**config.mk**
```make
export PLATFORM = sky130hd
export DESIGN_NAME = fifo_buffer
export DESIGN_NICKNAME = d
export VERILOG_FILES = /design/src/rtl/fifo_mem.sv /design/src/rtl/fifo_buffer.sv
export SDC_FILE = /design/constraint.sdc
export NUM_CORES = 1
export LEC_CHECK = 0
export BUFFER_PORTS_ARGS = -buffer_cell sky130_fd_sc_hd__buf_4
export CAP_MARGIN = 10
export CORE_ASPECT_RATIO = 0.7
export CORE_MARGIN = 2
export CORE_UTILIZATION = 56
export DETAILED_ROUTE_END_ITERATION = 8
export HOLD_SLACK_MARGIN = 0.15
export PLACE_DENSITY = 0.78
export SKIP_CTS_REPAIR_TIMING = 1
export SYNTH_ARGS = -nofsm -noshare
export SYNTH_HDL_FRONTEND = slang
export SYNTH_SLANG_ARGS = --single-unit
export TNS_END_PERCENT = 5
```
**constraint.sdc**
```tcl
create_clock -name clk -period 2.4 [get_ports clk]
set_input_delay 0.6 -clock clk [delete_from_list [all_inputs] [get_ports clk]]
set_output_delay 0.6 -clock clk [all_outputs]
set_load 0.05 [all_outputs]
```
**src/rtl/fifo_mem.sv**
```systemverilog
// fifo_mem: WIDTH x DEPTH register array for the elastic buffer.
// One synchronous write port, one asynchronous (combinational) read port.
module fifo_mem #(
   parameter int WIDTH = 8,
   parameter int DEPTH = 4,
   parameter int AW    = $clog2(DEPTH)
) (
   input  logic             clk,
   input  logic             wr_en,
   input  logic [AW-1:0]    wr_addr,
   input  logic [WIDTH-1:0] wr_data,
   input  logic [AW-1:0]    rd_addr,
   output logic [WIDTH-1:0] rd_data
);

   // Storage is deliberately left unreset; the pointers decide what is valid.
   logic [WIDTH-1:0] mem_r [DEPTH];

   // Write the addressed entry on the rising edge when enabled.
   always_ff @(posedge clk) begin
      if (wr_en) begin
         mem_r[wr_addr] <= wr_data;
      end
   end

   // Read is combinational so the oldest word falls through to the output.
   always_comb begin
      rd_data = mem_r[rd_addr];
   end

endmodule

```
**src/rtl/fifo_buffer.sv**
```systemverilog
// fifo_buffer: storing end of a valid/ready link. Holds up to DEPTH words in
// order, first-word fall-through, no same-cycle bypass when empty.
// Pointers carry an extra wrap bit so full and empty are distinguishable.
module fifo_buffer #(
   parameter int WIDTH = 8,
   parameter int DEPTH = 4
) (
   input  logic                     clk,
   input  logic                     rst,
   input  logic [WIDTH-1:0]         in_data,
   input  logic                     in_valid,
   output logic                     in_ready,
   output logic [WIDTH-1:0]         out_data,
   output logic                     out_valid,
   input  logic                     out_ready,
   output logic [$clog2(DEPTH):0]   count
);

   localparam int AW = $clog2(DEPTH);
   localparam logic [AW:0] PTR_ZERO = {(AW+1){1'b0}};
   localparam logic [AW:0] PTR_ONE  = {{AW{1'b0}}, 1'b1};

   logic [AW:0]      wr_ptr_r;
   logic [AW:0]      rd_ptr_r;
   logic             empty_s;
   logic             full_s;
   logic             push_s;
   logic             pop_s;
   logic [WIDTH-1:0] rd_data_s;

   // Flags and handshakes depend only on registered pointers, so no
   // combinational path exists from in_* to out_* or out_ready to in_ready.
   always_comb begin
      empty_s = (wr_ptr_r == rd_ptr_r);
      full_s  = (wr_ptr_r[AW-1:0] == rd_ptr_r[AW-1:0]) &&
                (wr_ptr_r[AW] != rd_ptr_r[AW]);
      push_s  = in_valid && !full_s && !rst;
      pop_s   = !empty_s && out_ready && !rst;
   end

   // Advance pointers on accepted transfers; reset discards all stored words.
   always_ff @(posedge clk) begin
      if (rst) begin
         wr_ptr_r <= PTR_ZERO;
         rd_ptr_r <= PTR_ZERO;
      end else begin
         if (push_s) begin
            wr_ptr_r <= wr_ptr_r + PTR_ONE;
         end
         if (pop_s) begin
            rd_ptr_r <= rd_ptr_r + PTR_ONE;
         end
      end
   end

   fifo_mem #(
      .WIDTH (WIDTH),
      .DEPTH (DEPTH),
      .AW    (AW)
   ) u_mem (
      .clk     (clk),
      .wr_en   (push_s),
      .wr_addr (wr_ptr_r[AW-1:0]),
      .wr_data (in_data),
      .rd_addr (rd_ptr_r[AW-1:0]),
      .rd_data (rd_data_s)
   );

   // Drive the link outputs; out_data is forced to zero while empty so stale
   // memory contents never leak out.
   always_comb begin
      in_ready  = !full_s;
      out_valid = !empty_s;
      count     = wr_ptr_r - rd_ptr_r;
      if (empty_s) begin
         out_data = {WIDTH{1'b0}};
      end else begin
         out_data = rd_data_s;
      end
   end

endmodule
```
---- Word-level counts from Yosys, hierarchy flattened ----
Memories as Yosys holds them, arrays and structs flattened. A register that Yosys moved wholly into a read port is not among the register bits.
Index checks and enable logic that the tools add are counted.
storage, ports and cells
  register bits after elaboration ......... 6
  memory bits (writable) .................. 32
  input port bits ......................... 12
  output and inout bits ................... 13
  logic and storage cells ................. 22
  memories ................................ 1
memory list
  name         words  width  read ports  clocked after Yosys merged registers in  write ports  line            text
  u_mem.mem_r  4      8      1           1                                        1            fifo_mem.sv:17  logic [WIDTH-1:0] mem_r [DEPTH];
cells by class
  add/sub/neg operators ................... 3
  equal/unequal tests ..................... 3
  muxes and demuxes ....................... 5
  reduce and logical (&&, ||, !) cells .... 8
operators by type and width
  kind                 number
  $mux 8               1
  $add 3x1->3 const B  2
  $logic_and 1x1->1    5
  $mux 2               2
  $eq 3x3->1           1
  $logic_not 1->1      3
  $sub 3x3->3          1
  $eq 2x2->1           1
  $mux 1               2
  $ne 1x1->1           1

---- Logic depth before layout (Yosys ltp) ----
  depth in word-level cells ............... 7
  depth in mapped cells ................... 5
  gate-level depth less buffers ........... 5

---- Cells and area by module ----
A second synthesis with hierarchy kept.
unflattened totals
  cells, all modules ...................... 114
  area, all modules ....................... 1735.4 um^2
by module, submodules not included
  module       times used  cells an instance  area an instance (um^2)  seq. area each (um^2)
  fifo_mem     1           46                 1188.6                   960.9
  fifo_buffer  1           68                 546.8                    120.1

---- Worst setup path after synthesis ----
Ideal clock, no wire load.
  path kind ............................... register to output
  start point ............................. reg wr_ptr_r[0]
  end point ............................... out count[2]
  arrival time ............................ 1.857 ns
  data required time ...................... 1.800 ns
  setup slack ............................. -0.057 ns
  stages on the path, launching flop included .. 5
  path buffers ............................ 0
  cell sequence ........................... dfxtp_1 inv_1 ha_1 fa_1 xnor2_1
between the ends
  word-level cells in the longest chain between the ends .. 1
ends and longest elaborated chain
  what                      line               text
  start: declaration        fifo_buffer.sv:23  logic [AW:0] wr_ptr_r;
  start signal: assignment  fifo_buffer.sv:48  wr_ptr_r <= wr_ptr_r + PTR_ONE;
  $sub 3x3->3               fifo_buffer.sv:74  count = wr_ptr_r - rd_ptr_r;
  end: declaration          fifo_buffer.sv:16  output logic [$clog2(DEPTH):0] count
No other way between the ends.

---- Worst setup path in the final report ----
  start point ............................. reg rd_ptr_r[1]
  end point ............................... out out_data[7]
between the ends
  word-level cells in the longest chain between the ends .. 2
ends and longest elaborated chain
  what                      line               text
  start: declaration        fifo_buffer.sv:24  logic [AW:0] rd_ptr_r;
  start signal: assignment  fifo_buffer.sv:51  rd_ptr_r <= rd_ptr_r + PTR_ONE;
  $eq 3x3->1                fifo_buffer.sv:34  empty_s = (wr_ptr_r == rd_ptr_r);
  $mux 8                    fifo_buffer.sv:75  if (empty_s) begin
  end: declaration          fifo_buffer.sv:13  output logic [WIDTH-1:0] out_data,
No other way between the ends.

==> impl_results.md <==
- CTS tree: done
- Final setup vio count: 0
- Tmin final: 2340 ps
- Initial DRC Count: 132
- Most frequent cells in the layout: edfxtp_1, buf_4, mux4_2
- Commonest non-fill, non-tap cell in the layout: edfxtp_1
- Routed vias/inst: 5.96
- Mapped Cells: 120
- Register Area: 1130 um^2
- Final setup TNS: 0 ps
- First-pass GRT wire length: 5580 um
- Die H: 51.4 um
- Half-perimeter wire length after placement: 2390 um
- Hold Fails Final Rpt: 0
- GRT overflow: 0
- Tcrit/Tclk final: 97.5%
- Drt total wl: 3740 um
- Clk_lat worst skew: 300 ps
- Clock Tree Buf Depth: 2
- Maximum clock frequency: 0.427 GHz
- Synth Cell Area: 1800 um^2
- Vias: 1133
- Crit path arrival time: 1740 ps
- Dpl ws: 186 ps
- Syn avg cell area: 15.0 um^2
- Setup ws final: 59.2 ps
- Synth Net Count: 140
- Data required time of the critical path: 1800 ps
- Critical path peak fanout: 8
- Die Area: 3680 um^2
- Sequential area share after synthesis: 62.4%
- Final GP Congestion: 0.845
- I/O pins: 25
- Initial antenna violation count: 0
- Final antenna-violating net count: 0
- Multi-input gate area: 666 um^2
- Row count: 17
- Max-slew violation count: 0
- Diodes inserted: 0
- Drt drc: 0
- H-tree depth: 2
- CTS sink cnt: 40
- Die width: 71.7 um
- Critical path class: register to output pin
- DR pass1 iterations: 5
- Initial Util: 57.9%
- Max-cap violation count: 0
- # port buffers: 24
- Worst slew margin: 54.6%
- Cts bufs inserted: 5
- HP Class: input port to register
- CORE AREA: 3110 um^2
- Reg clk slew, reported paths: 80 ps
- Worst slew pin tran: 676 ps
- Setup Skew: 6.05 ps
- Status: complete, no violations
- Cell variety after synth: 28
- FF+latch count, synth: 40
- Root buffer cell: clkbuf_8
- Crit. End Element: output pin
- Total GRT Usage: 22.2%
- Layout Nets: 171
- Pin count of the biggest net entering global routing: 18
- Fin Hold WS: 500 ps
- DR WL/cell: 19.7 um
- Number of global-route vias before repair: 1122
- Crit path launch type: register
- P&R area growth vs syn: 22.9%
- Synthesis Warnings: 0
- Layout cells sized above 1: 36.8%
- # fillers: 208
==> worst max-delay path, stage by stage, from the launching register on <==
cell and delay (ps):
dfxtp_2 370, inv_1 90, ha_4 290, nand2_2 70, nor2_2 120, buf_6 130
and2b_1 180, buf_4 180
==> layer usage <==
layer / GRT usage [%] / up-vias / share of wire, %
met5: 0 / - / 0
met4: 9.43 / 0 / 2.3
met3: 6.51 / 12 / 8.5
met2: 36.6 / 64 / 51
met1: 27.5 / 538 / 38
li1: - / 519 / -
==> cell type report <==
class,instances,share of cell area (%)
Sequential cell,40,51.1
Multi-Input combinational cell,68,30.1
Timing Repair Buffer,29,10.4
Clock buffer,5,3.12
Tap cell,38,2.15
Clock inverter,3,1.93
Inverter,7,1.19
==> sequential cells by signal, indices dropped and copies added (netlist names), named ones only <==
signal / flops
wr_ptr_r: 3
u_mem.mem_r: 32
rd_ptr_r: 3
==> Yosys cell counts <==
library cell  instances  area share, %
nand3_1               6            1.7
a31oi_1               4            1.4
or3_2                 1           0.42
nor2b_1               2           0.70
and2_1                5            1.7
xnor2_1               2           0.98
nand2_1               4           0.84
fa_1                  1            1.1
or4_1                 3            1.3
edfxtp_1             32             53
xor2_1                1           0.49
buf_2                 1           0.28
a211oi_1              1           0.42
nor2_1                3           0.63
nand4_1               3            1.0
ha_1                  7            4.9
dfxtp_1               8            8.9
clkbuf_1              2           0.42
nor3_1                1           0.28
o2111a_1              1           0.63
inv_1                 7            1.5
and2b_1               6            2.5
nor3b_1               2           0.84
clkbuf_2              1           0.28
nand4b_1              5            2.4
mux4_2                8             10
or3_1                 2           0.70
buf_1                 1           0.21
==> logic make-up (layout without fill, tap and decap cells) <==
family / after synthesis / after routing / share of synthesized area (%)
buf+inv: 12 / 44 / 2.65
compound gates: 6 / 6 / 2.44
flops: 40 / 40 / 62.4
mux: 8 / 8 / 10.0
fa+ha+maj: 8 / 8 / 5.99
xor+xnor: 3 / 3 / 1.46
simple gates: 43 / 43 / 15.0
==> path summary, 6_finish.rpt <==
check / cells after the start / endpoint / startpoint / slack (ps)
worst max-delay path: 7 / out_data[7] / rd_ptr_r[1] / 60
worst min-delay path: 1 / u_mem.mem_r[3][5] / in_data[5] / 500
worst max register to register: 5 / u_mem.mem_r[2][7] / rd_ptr_r[1] / 330
worst min register to register: 2 / rd_ptr_r[2] / rd_ptr_r[2] / 600
==> through the flow <==
stage	cells	cell area [um^2]	utilization, %
floorplan	120	1800	-
finish	190	2210	71.1
global placement	181	2040	65.7
global route	190	2210	71.1
detailed placement	181	2040	65.7
CTS	189	2150	69.3
Power is not shown: default switching activity piles up to over one toggle a cycle in this logic, so the estimate is an artifact.
